File: src/rtl/comparator_pkg.sv
// Shared types and constants for the serial magnitude comparator.
package comparator_pkg;

    // Controller states: waiting for a request, or stepping through digits.
    typedef enum logic {
        ST_IDLE = 1'b0,
        ST_RUN  = 1'b1
    } state_t;

    // One-hot result encoding, ordered {gt, eq, lt}.
    localparam logic [2:0] RES_GT   = 3'b100;
    localparam logic [2:0] RES_EQ   = 3'b010;
    localparam logic [2:0] RES_LT   = 3'b001;
    localparam logic [2:0] RES_NONE = 3'b000;

    // Ceiling log2, used to size the digit counter.
    function automatic int clog2(input int value);
        int r;
        r = 0;
        while ((1 << r) < value) begin
            r = r + 1;
        end
        return r;
    endfunction

endpackage

File: src/rtl/digit_comparator.sv
// Combinational DIGIT-bit magnitude compare built from per-bit
// A>B / A<B terms, cascaded from the most significant bit down.
module digit_comparator #(
    parameter int DIGIT = 1
) (
    input  logic [DIGIT-1:0] a_d,
    input  logic [DIGIT-1:0] b_d,
    output logic             gt_d,
    output logic             eq_d,
    output logic             lt_d
);

    logic [DIGIT-1:0] bit_gt;
    logic [DIGIT-1:0] bit_lt;
    logic             gt_r;
    logic             lt_r;

    assign bit_gt = a_d & ~b_d;
    assign bit_lt = ~a_d & b_d;

    // The first differing bit from the MSB decides; lower bits are ignored after that.
    always_comb begin
        gt_r = 1'b0;
        lt_r = 1'b0;
        for (int i = DIGIT - 1; i >= 0; i--) begin
            if (!gt_r && !lt_r) begin
                if (bit_gt[i]) begin
                    gt_r = 1'b1;
                end else if (bit_lt[i]) begin
                    lt_r = 1'b1;
                end
            end
        end
    end

    assign gt_d = gt_r;
    assign lt_d = lt_r;
    assign eq_d = ~(gt_r | lt_r);

endmodule

File: src/rtl/serial_magnitude_comparator.sv
// Multi-cycle magnitude comparator: captures two operands on start and
// compares DIGIT bits per cycle, MSB first, stopping at the first
// differing digit. Signed compares flip the sign bit (offset binary).
//
// Handshake: start is sampled only while busy=0. An accepted start raises
// busy on the same edge; busy falls on the edge that raises done, and done
// is a one-cycle pulse. A start seen during the done cycle is accepted, so
// results can be issued back to back. {gt,eq,lt} hold until the next done.
module serial_magnitude_comparator
    import comparator_pkg::*;
#(
    parameter int WIDTH = 8,
    parameter int DIGIT = 1
) (
    input  logic             clk,
    input  logic             rst,
    input  logic             start,
    input  logic [WIDTH-1:0] a,
    input  logic [WIDTH-1:0] b,
    input  logic             signed_mode,
    output logic             busy,
    output logic             done,
    output logic             gt,
    output logic             eq,
    output logic             lt
);

    localparam int NDIG = WIDTH / DIGIT;
    localparam int KW   = (NDIG > 1) ? clog2(NDIG) : 1;
    localparam logic [KW-1:0] K_LAST = KW'(NDIG - 1);

    state_t           state;
    logic [KW-1:0]    k;
    logic [WIDTH-1:0] a_q;
    logic [WIDTH-1:0] b_q;
    logic             sign_q;
    logic             busy_q;
    logic             done_q;
    logic [2:0]       res_q;

    logic [DIGIT-1:0] a_dig;
    logic [DIGIT-1:0] b_dig;
    logic             gt_d;
    logic             eq_d;
    logic             lt_d;

    // Current digit sits at the top of the shift registers; the sign flip
    // only applies to the first digit, which holds the operand MSBs.
    always_comb begin
        a_dig = a_q[WIDTH-1 -: DIGIT];
        b_dig = b_q[WIDTH-1 -: DIGIT];
        if (sign_q && (k == '0)) begin
            a_dig[DIGIT-1] = ~a_dig[DIGIT-1];
            b_dig[DIGIT-1] = ~b_dig[DIGIT-1];
        end
    end

    digit_comparator #(
        .DIGIT (DIGIT)
    ) u_digit (
        .a_d  (a_dig),
        .b_d  (b_dig),
        .gt_d (gt_d),
        .eq_d (eq_d),
        .lt_d (lt_d)
    );

    // Controller: capture on start, step digits, latch result and pulse done.
    always_ff @(posedge clk) begin
        if (rst) begin
            state  <= ST_IDLE;
            k      <= '0;
            a_q    <= '0;
            b_q    <= '0;
            sign_q <= 1'b0;
            busy_q <= 1'b0;
            done_q <= 1'b0;
            res_q  <= RES_NONE;
        end else begin
            done_q <= 1'b0;
            case (state)
                ST_IDLE: begin
                    if (start) begin
                        a_q    <= a;
                        b_q    <= b;
                        sign_q <= signed_mode;
                        k      <= '0;
                        busy_q <= 1'b1;
                        state  <= ST_RUN;
                    end
                end
                ST_RUN: begin
                    if (gt_d) begin
                        res_q  <= RES_GT;
                        done_q <= 1'b1;
                        busy_q <= 1'b0;
                        state  <= ST_IDLE;
                    end else if (lt_d) begin
                        res_q  <= RES_LT;
                        done_q <= 1'b1;
                        busy_q <= 1'b0;
                        state  <= ST_IDLE;
                    end else if (eq_d && (k == K_LAST)) begin
                        res_q  <= RES_EQ;
                        done_q <= 1'b1;
                        busy_q <= 1'b0;
                        state  <= ST_IDLE;
                    end else begin
                        k   <= k + KW'(1);
                        a_q <= a_q << DIGIT;
                        b_q <= b_q << DIGIT;
                    end
                end
                default: begin
                    state  <= ST_IDLE;
                    busy_q <= 1'b0;
                end
            endcase
        end
    end

    assign busy = busy_q;
    assign done = done_q;
    assign gt   = res_q[2];
    assign eq   = res_q[1];
    assign lt   = res_q[0];

endmodule
File: config.mk
export PLATFORM = sky130hd
export DESIGN_NAME = serial_magnitude_comparator
export DESIGN_NICKNAME = d
export VERILOG_FILES = /design/src/rtl/comparator_pkg.sv /design/src/rtl/digit_comparator.sv /design/src/rtl/serial_magnitude_comparator.sv
export SDC_FILE = /design/constraint.sdc
export NUM_CORES = 1
export LEC_CHECK = 0
export ABC_AREA = 1
export BUFFER_PORTS_ARGS = -buffer_cell sky130_fd_sc_hd__clkbuf_2
export CAP_MARGIN = 5
export CORE_ASPECT_RATIO = 0.9
export CORE_MARGIN = 3
export CORE_UTILIZATION = 49
export DETAILED_ROUTE_END_ITERATION = 16
export MAX_ROUTING_LAYER = met4
export PLACE_DENSITY = 0.82
export REMOVE_ABC_BUFFERS = 1
export SYNTH_ARGS = -nofsm -noshare
export SYNTH_HDL_FRONTEND = slang
export SYNTH_SLANG_ARGS = --single-unit
File: constraint.sdc
create_clock -name clk -period 1.5 [get_ports clk]
set_input_delay 0.075 -clock clk [delete_from_list [all_inputs] [get_ports clk]]
set_output_delay 0.075 -clock clk [all_outputs]
set_load 0.005 [all_outputs]
==> flow_metrics.tcl, run 1 <==
set metrics [dict create \
    maxSlewViolCount 0 \
    gp_congestion 0.818 \
    cts_setup_buffers 0 \
    status "finished clean" \
    numCtsBuffers 3 \
    synth_cells 209 \
    synth-async-reset-ratio 0 \
    relSlewSlack 0.854 \
    fin_util 0.619 \
    clk_latency_ns 0.34 \
    vdd_drop_max_uv 524 \
    p_seq_frac 0.482 \
    fp.dieArea_um2 3630 \
    root_buffer "clkbuf_4" \
    final_antenna_net_count 0 \
    path_clk_slew_ns 0.15 \
    drive_gt1_frac 0.228 \
    avgViaCountPerCell 4.89 \
    row_count 18 \
    grt_max_degree 37 \
    cts_max_level 1 \
    hold_viol_final 0 \
    p_clk_frac 0.223 \
    fin_worst_skew_ns 0.00930 \
    grt_usage 0.171 \
    synth.most_common_cell "nand2_1" \
    avgRoutedWirePerCell_um 10.4 \
    worst_hold_path_type "in2reg" \
    antenna_cells 0 \
    netlist_area_um2 1440 \
    antenna_found_initial 0 \
    drc 0 \
    port_buffers 24 \
    die_w_um 63.2 \
    power_density_nw_per_um2 958 \
    clock_sinks 26 \
    cts_tree "done" \
    p_int_mw 1.11 \
    grt_pass1_vias 1187 \
    clk_path_buf_depth 2 \
    synth_enable_flop_cells 0 \
    syn_to_final_growth_pct 19.0 \
    start_kind "flip-flop" \
    wl_um 2870 \
    comb_power_share 0.294 \
    synth-seq-cells 26 \
    dr.first_iter.drc_count 73 \
    setup_viol 0 \
    synth_top_cell_area_share 0.361 \
    critPathKind "reg2reg" \
    yosysWarnings 0 \
    die_h_um 57.5 \
    hold_slack_ns 0.0346 \
    ys_top_cells_by_count "nand2_1 (59), dfxtp_1 (26), a21oi_1 (22)" \
    worst_pin_slew_ns 0.216 \
    place_hpwl_um 1910 \
    ys_seq_area_frac 0.361 \
    synth.area.top_cells "dfxtp_1 (36%), nand2_1 (15%), a21oi_1 (7.6%)" \
    p_total_mw 1.64 \
    rsz0062_at_grt "true" \
    fin_crit_ns 1.44 \
    preCtsSetupSlack_ns -0.0145 \
    dpl.cell_count 270 \
    crit_required_ns 1.74 \
    ys_types 20 \
    r2r_slack_ns 0.06 \
    leakage_nw 0.845 \
    stdcell_count 277 \
    synth-main-ff-cell "dfxtp_1" \
    synth_area_per_cell_um2 6.90 \
    setup_ws_ns 0.0587 \
    io_pins 25 \
    initial_utilization 0.520 \
    num_vias 1354 \
    timing.final.crit_share 0.961 \
    dr.pass1.iters 4 \
    grt_pass1_wl_um 4950 \
    cap_violations 0 \
    final_nets 261 \
    crit_path_max_fanout 22 \
    endpoint_kind "flip-flop" \
    synth_largest_area_cell "dfxtp_1" \
    p_sw_frac 0.325 \
    grt-ovfl-total 0 \
    worstPathArrival_ns 1.68 \
    fmax_mhz 694 \
    power_switching_mw 0.535 \
    core_um2 2770 \
]
metal layers:
layer / part of all wire / global-route usage / up-vias
met5: 0 / - / -
met2: 0.48 / 0.281 / 12
met4: 0.012 / 0.0646 / 0
li1: - / - / 728
met3: 0.019 / 0.0177 / 3
met1: 0.48 / 0.219 / 611
worst max-delay path: stages (launching register included):
cell and delay [ns]:
dfxtp_1 0.35, ha_1 0.24, ha_4 0.20, nor2_8 0.12, nand3_4 0.09, buf_12 0.17, a21oi_1 0.13, nor2_1 0.06
cell usage in the layout, fill, tap and decap left out:
cell type,n
nand3_4,1
ha_4,1
clkbuf_8,1
clkinv_1,1
buf_12,2
nand3_1,14
nand4_1,4
dfxtp_1,26
clkbuf_4,3
nor2_8,1
a21oi_1,19
o21ai_0,13
nand3_2,10
nand2_1,59
nor2_1,21
nand2_2,1
ha_1,2
clkbuf_2,24
nor3b_1,1
inv_2,1
dlygate4sd3_1,3
inv_1,20
buf_6,1
a21oi_2,3
buf_4,4
a21boi_2,1
sequential cells by signal, summed over array words and instances (netlist names):
name and count:
sign_q 1, k 3, state 1, res_q 3, busy 1, a_q 8
done 1, b_q 8
power groups by stage:
| stage | combinational, mW | clock, mW | sequential, mW |
|---|---|---|---|
| detailed placement | 0.461 | 0 | 0.808 |
| global route | 0.553 | 0.389 | 0.799 |
| finish | 0.484 | 0.367 | 0.792 |
| global placement | 0.452 | 0 | 0.806 |
| CTS | 0.471 | 0.379 | 0.792 |
| floorplan | 0.325 | 0 | 0.801 |
final cells by class:
cell class / count / area (um2)
multi-input combinational: 151 / 795
timing repair buffer: 34 / 231
tap: 40 / 50.0
inverter: 22 / 82.6
fill: 257 / 1050
sequential: 26 / 520
clock buffer: 4 / 36.3
stage by stage:
stage	TNS (ns)	instance area (um2)
5_1_grt	-0.0195	1720
2_1_floorplan	-0.915	1370
6_report	0	1720
3_3_place_gp	0	1620
4_1_cts	0	1690
3_5_place_dp	-0.0174	1620
cell families (layout without fill, tap and decap cells):
family / count (synthesis) / in the layout / share of synthesized area
AOI/OAI and AO/OA: 36 / 36 / 0.127
adders and majority gates: 3 / 3 / 0.0260
DFF: 26 / 26 / 0.361
buffers and inverters: 32 / 60 / 0.107
and+or+nand+nor: 112 / 112 / 0.379
what timing repair did:
| item | in CTS | in global routing |
|---|---|---|
| hold buffers | 3 | 0 |
| setup endpoints to repair | 5 | 10 |
| hold endpoints to repair | 5 | 0 |
| gates resized for setup | 1 | 7 |
| pin swaps | 0 | 0 |
final timing paths:
| kind | cells past startpoint | end | start |
|---|---|---|---|
| max | 7 | a_q[7]$_SDFFE_PP0P_ | k[0]$_SDFFE_PP0P_ |
| min | 3 | a_q[0]$_SDFFE_PP0P_ | start |
| max reg2reg | 7 | a_q[7]$_SDFFE_PP0P_ | k[0]$_SDFFE_PP0P_ |
| min reg2reg | 2 | res_q[0]$_SDFFE_PP0P_ | res_q[0]$_SDFFE_PP0P_ |
Power figures use the tool's default switching activity.
==> inputs of run 2 (changes only) <==
Settings changed: MAX_ROUTING_LAYER met4 to not set.
==> run 2 against run 1 <==
  * Via count up 0.81%
  * Utilization unchanged
  * Global-route usage down 0.52 points
  * Maximum frequency about the same
  * Critical path depth unchanged
  * Clock skew about the same
  * Sequential power about the same
  * Worst hold slack worse by 0.00061 ns
  * Critical path type unchanged
  * Flip-flop and latch count unchanged
  * Critical endpoint unchanged
==> flow_metrics.tcl, run 2 (synthesis results as in run 1) <==
set metrics [dict create \
    layout.cells.most_common "nand2_1" \
    clk_path_buf_depth 2 \
    timing.final.crit_share 0.961 \
    gp_congestion 0.806 \
    wl_um 2880 \
    cts_setup_buffers 0 \
    initial_utilization 0.520 \
    antenna_found_initial 0 \
    cap_violations 0 \
    fin_crit_ns 1.44 \
    syn_to_final_growth_pct 19.0 \
    port_buffers 24 \
    final_area_um2 1720 \
    maxSlewViolCount 0 \
    drc 0 \
    clock_sinks 26 \
    min_from "start" \
    io_pins 25 \
    worstPathArrival_ns 1.68 \
    critPathKind "reg2reg" \
    final_cell_mix "nand2_1 (59), dfxtp_1 (26), clkbuf_2 (24)" \
    row_count 18 \
    drive_gt1_frac 0.228 \
    fin_util 0.619 \
    dr.pass1.iters 4 \
    whs_path_depth 3 \
    grt_pass1_vias 1188 \
    path_clk_slew_ns 0.15 \
    setup_viol 0 \
    cp_slowest_cell "dfxtp_1" \
    fin_worst_skew_ns 0.00935 \
    core_um2 2770 \
    die_w_um 63.2 \
    dpl.cell_count 270 \
    status "finished clean" \
    endpoint_kind "flip-flop" \
    leakage_nw 0.845 \
    clk_latency_ns 0.34 \
    r2r-end "a_q[7]$_SDFFE_PP0P_" \
    start_kind "flip-flop" \
    fp.dieArea_um2 3630 \
    numCtsBuffers 3 \
    critPathTopFamily "adder cells" \
    path_cells "ha_1 -> ha_4 -> nor2_8 -> nand3_4 -> buf_12 -> a21oi_1 -> nor2_1" \
    cts_tree "done" \
    worst_hold_path_type "in2reg" \
    hold_viol_final 0 \
    reg2regPathDepth 7 \
    stdcell_count 277 \
    grt-ovfl-total 0 \
    crit_required_ns 1.74 \
    relSlewSlack 0.854 \
    hold_path_end "a_q[0]$_SDFFE_PP0P_" \
    fill_cells 257 \
    root_buffer "clkbuf_4" \
    placed_cell_area_um2 1620 \
    crit_path_max_fanout 22 \
    dr.first_iter.drc_count 72 \
    avgRoutedWirePerCell_um 10.4 \
    r2r_slack_ns 0.06 \
    cts_max_level 1 \
    power_density_nw_per_um2 958 \
    num_vias 1365 \
    top_regs "a_q: 8 flops, b_q: 8 flops" \
    fmax_mhz 694 \
    rsz0062_at_grt "true" \
    final_antenna_net_count 0 \
    grt_usage 0.166 \
    final_nets 261 \
    r2r-start "k[0]$_SDFFE_PP0P_" \
    die_h_um 57.5 \
    worst_pin_slew_ns 0.216 \
    cp_slowest_stage_delay_ns 0.35 \
    avgViaCountPerCell 4.93 \
    critPathBufInv 1 \
    antenna_cells 0 \
    vdd_drop_max_uv 525 \
    grt_max_degree 37 \
    grt_pass1_wl_um 4940 \
    place_hpwl_um 1910 \
]
## run 2: cell counts in the layout (fill, tap and decap cells not counted)
Identical to the previous run, type by type.
## run 2: power breakdown
group / switching [mW] / internal, mW / leakage (nW)
registers: 0.0320 / 0.760 / 0.214
clock network: 0.218 / 0.149 / 0.0210
logic: 0.285 / 0.199 / 0.610
## run 2: what timing repair did
action	in CTS	in global routing
hold endpoints to repair	5	0
gates resized for setup	1	7
endpoints found under the setup margin	5	10
hold buffers	3	0
## run 2: stage by stage
step / setup slack, ns / setup TNS [ns] / total power [mW] / hold slack (ns)
after floorplan: -0.0900 / -0.915 / 1.13 / 0.144
after global placement: 0.0650 / 0 / 1.26 / 0.343
after detailed placement: -0.0145 / -0.0174 / 1.27 / 0.346
after CTS: 0.0196 / 0 / 1.64 / 0.0175
after global routing: -0.0162 / -0.0195 / 1.74 / 0.0526
final: 0.0586 / 0 / 1.64 / 0.0340
## run 2: area by class of cell
class	count	area [um2]	area share
timing repair buffer	34	231	0.135
multi-input combinational	151	795	0.463
sequential	26	520	0.303
clock buffer	4	36.3	0.0212
inverter	22	82.6	0.0481
tap	40	50.0	0.0292
## run 2: routing by layer
metal | vias up | routed length [um] | GRT usage
li1 | 730 | - | -
met1 | 618 | 1380 | 0.219
met2 | 14 | 1400 | 0.281
met3 | 3 | 64 | 0.0177
met4 | 0 | 35 | 0.0646
met5 | - | 0 | 0
## run 2: worst register-to-register path, delay by kind of cell, from the launching register on
kind	cells	cell delay (ns)
AND/OR/NAND/NOR	3	0.27
AO/OA/AOI/OAI	1	0.13
buffers and inverters	1	0.17
adder cells (fa/ha/maj)	2	0.44
flip-flops	1	0.35
## run 2: worst max path at each step
stage	startpoint	depth (start not counted)	slack (ns)	endpoint
finish	k[0]$_SDFFE_PP0P_	7	0.06	a_q[7]$_SDFFE_PP0P_
global route	k[0]$_SDFFE_PP0P_	7	-0.02	a_q[7]$_SDFFE_PP0P_
CTS	k[0]$_SDFFE_PP0P_	7	0.02	a_q[2]$_SDFFE_PP0P_
global placement	k[0]$_SDFFE_PP0P_	7	0.06	b_q[0]$_SDFFE_PP0P_
floorplan	k[0]$_SDFFE_PP0P_	6	-0.09	b_q[0]$_SDFFE_PP0P_
detailed placement	k[0]$_SDFFE_PP0P_	7	-0.01	a_q[2]$_SDFFE_PP0P_
==> inputs of run 3 (changes only) <==
Settings changed: PLACE_DENSITY 0.82 to 0.78.
==> run 3 against run 2 <==
  * Die area unchanged
  * Worst hold slack got worse by 0.00065 ns
  * Flip-flop and latch count unchanged
  * Sequential share of layout area decreased by 0.48 points
  * Total power increased by 0.91%
  * Via count increased by 1.0%
  * Combinational power increased by 4.3%
  * Register-to-register slack about the same
  * Critical path depth unchanged
  * Clock power decreased by 2%
  * Worst setup slack improved by 0.010 ns
  * Cell area increased by 1.6%
==> flow_metrics.tcl, run 3 (synthesis results as in run 1) <==
set metrics [dict create \
    crit_path_max_fanout 10 \
    avgRoutedWirePerCell_um 10.7 \
    cp_slowest_cell "dfxtp_1" \
    worst_hold_path_type "in2reg" \
    drc 0 \
    layout.cells.most_common "nand2_1" \
    num_vias 1379 \
    row_count 18 \
    syn_to_final_growth_pct 20.9 \
    power_switching_mw 0.534 \
    endpoint_kind "flip-flop" \
    rsz0062_at_grt "false" \
    dr.pass1.iters 4 \
    grt_pass1_vias 1209 \
    cts_setup_buffers 0 \
    leakage_nw 0.860 \
    top_regs "a_q: 8 flops, b_q: 8 flops" \
    fin_util 0.629 \
    numCtsBuffers 3 \
    grt_usage 0.167 \
    p_sw_frac 0.322 \
    fmax_mhz 699 \
    timing.final.crit_share 0.954 \
    final_antenna_net_count 0 \
    fp.dieArea_um2 3630 \
    avgViaCountPerCell 4.96 \
    final_cell_mix "nand2_1 (59), dfxtp_1 (26), clkbuf_2 (24)" \
    p_clk_frac 0.217 \
    port_buffers 24 \
    final_nets 262 \
    p_int_mw 1.12 \
    core_um2 2770 \
    die_h_um 57.5 \
    cap_violations 0 \
    place_hpwl_um 1890 \
    cts_max_level 1 \
    wl_um 2960 \
    vdd_drop_max_uv 857 \
    clock_sinks 26 \
    cp_slowest_stage_delay_ns 0.34 \
    gp_congestion 0.791 \
    setup_viol 0 \
    dr.first_iter.drc_count 79 \
    start_kind "flip-flop" \
    die_w_um 63.2 \
    fin_crit_ns 1.43 \
    fin_worst_skew_ns 0.00868 \
    setup_ws_ns 0.0691 \
    relSlewSlack 0.833 \
    clk_latency_ns 0.33 \
    io_pins 25 \
    root_buffer "clkbuf_4" \
    antenna_found_initial 0 \
    p_total_mw 1.66 \
    critPathKind "reg2reg" \
    initial_utilization 0.520 \
    maxSlewViolCount 0 \
    clk_path_buf_depth 2 \
    comb_power_share 0.305 \
    hold_viol_final 0 \
    status "finished clean" \
    antenna_cells 0 \
    grt-ovfl-total 0 \
    power_density_nw_per_um2 951 \
    p_seq_frac 0.478 \
    drive_gt1_frac 0.227 \
    path_cells "ha_2 -> ha_4 -> nor2_8 -> nand3_4 -> buf_12 -> a21oi_1 -> nor2_1" \
    grt_pass1_wl_um 4930 \
    worst_pin_slew_ns 0.247 \
    crit_required_ns 1.74 \
    cts_tree "done" \
    path_clk_slew_ns 0.15 \
    grt_max_degree 37 \
    preCtsSetupSlack_ns -0.00671 \
    worstPathArrival_ns 1.67 \
]
-- run 3: layer usage --
| layer | wire length [um] | track usage | share of wire | vias up |
|---|---|---|---|---|
| met3 | 153 | 0.0453 | 0.052 | 2 |
| met4 | 26 | 0.0554 | 0.0088 | 0 |
| met5 | 0 | 0 | 0 | - |
| met2 | 1410 | 0.275 | 0.48 | 32 |
| met1 | 1370 | 0.215 | 0.46 | 609 |
| li1 | - | - | - | 736 |
-- run 3: path summary, 6_finish.rpt --
kind              cells after the start                     to                  start  slack, ns
setup / recovery                      7    a_q[7]$_SDFFE_PP0P_      k[0]$_SDFFE_PP0P_       0.07
hold / removal                        3    sign_q$_SDFFE_PP0P_                  start       0.03
setup reg to reg                      7    a_q[7]$_SDFFE_PP0P_      k[0]$_SDFFE_PP0P_       0.07
hold reg to reg                       2  res_q[0]$_SDFFE_PP0P_  res_q[0]$_SDFFE_PP0P_       0.49
-- run 3: metrics by stage --
stage          hold slack [ns]  setup TNS (ns)  std cells  instance area (um2)
2_1_floorplan            0.144          -0.915        199                 1370
3_3_place_gp             0.347               0        270                 1630
3_5_place_dp             0.332        -0.00671        270                 1630
4_1_cts                 0.0271               0        277                 1700
5_1_grt                 0.0368               0        278                 1740
6_report                0.0334               0        278                 1740
-- run 3: critical path, delay by kind of cell, from the launching register on --
family | cells | cell delay [ns]
compound gates | 1 | 0.15
buf+inv | 1 | 0.17
fa+ha+maj | 2 | 0.38
simple gates | 3 | 0.30
flops | 1 | 0.34
-- run 3: what timing repair did --
action,CTS,global route
gates resized for setup,1,5
cloned,0,1
hold buffers,3,0
setup endpoints to repair,6,5
endpoints found under the hold margin,3,0
-- run 3: cell type report --
cell class                      instances  area, um2
Fill cell                             271       1030
Multi-Input combinational cell        151        788
Sequential cell                        26        520
Timing Repair Buffer                   35        265
Inverter                               22       82.6
Tap cell                               40       50.0
Clock buffer                            4       36.3
-- run 3: power by group through the flow --
stage | Clock [mW] | Combinational (mW) | Sequential, mW
after global routing | 0.390 | 0.577 | 0.802
after global placement | 0 | 0.464 | 0.806
after floorplan | 0 | 0.325 | 0.801
after CTS | 0.366 | 0.481 | 0.792
final | 0.360 | 0.505 | 0.793
after detailed placement | 0 | 0.472 | 0.808
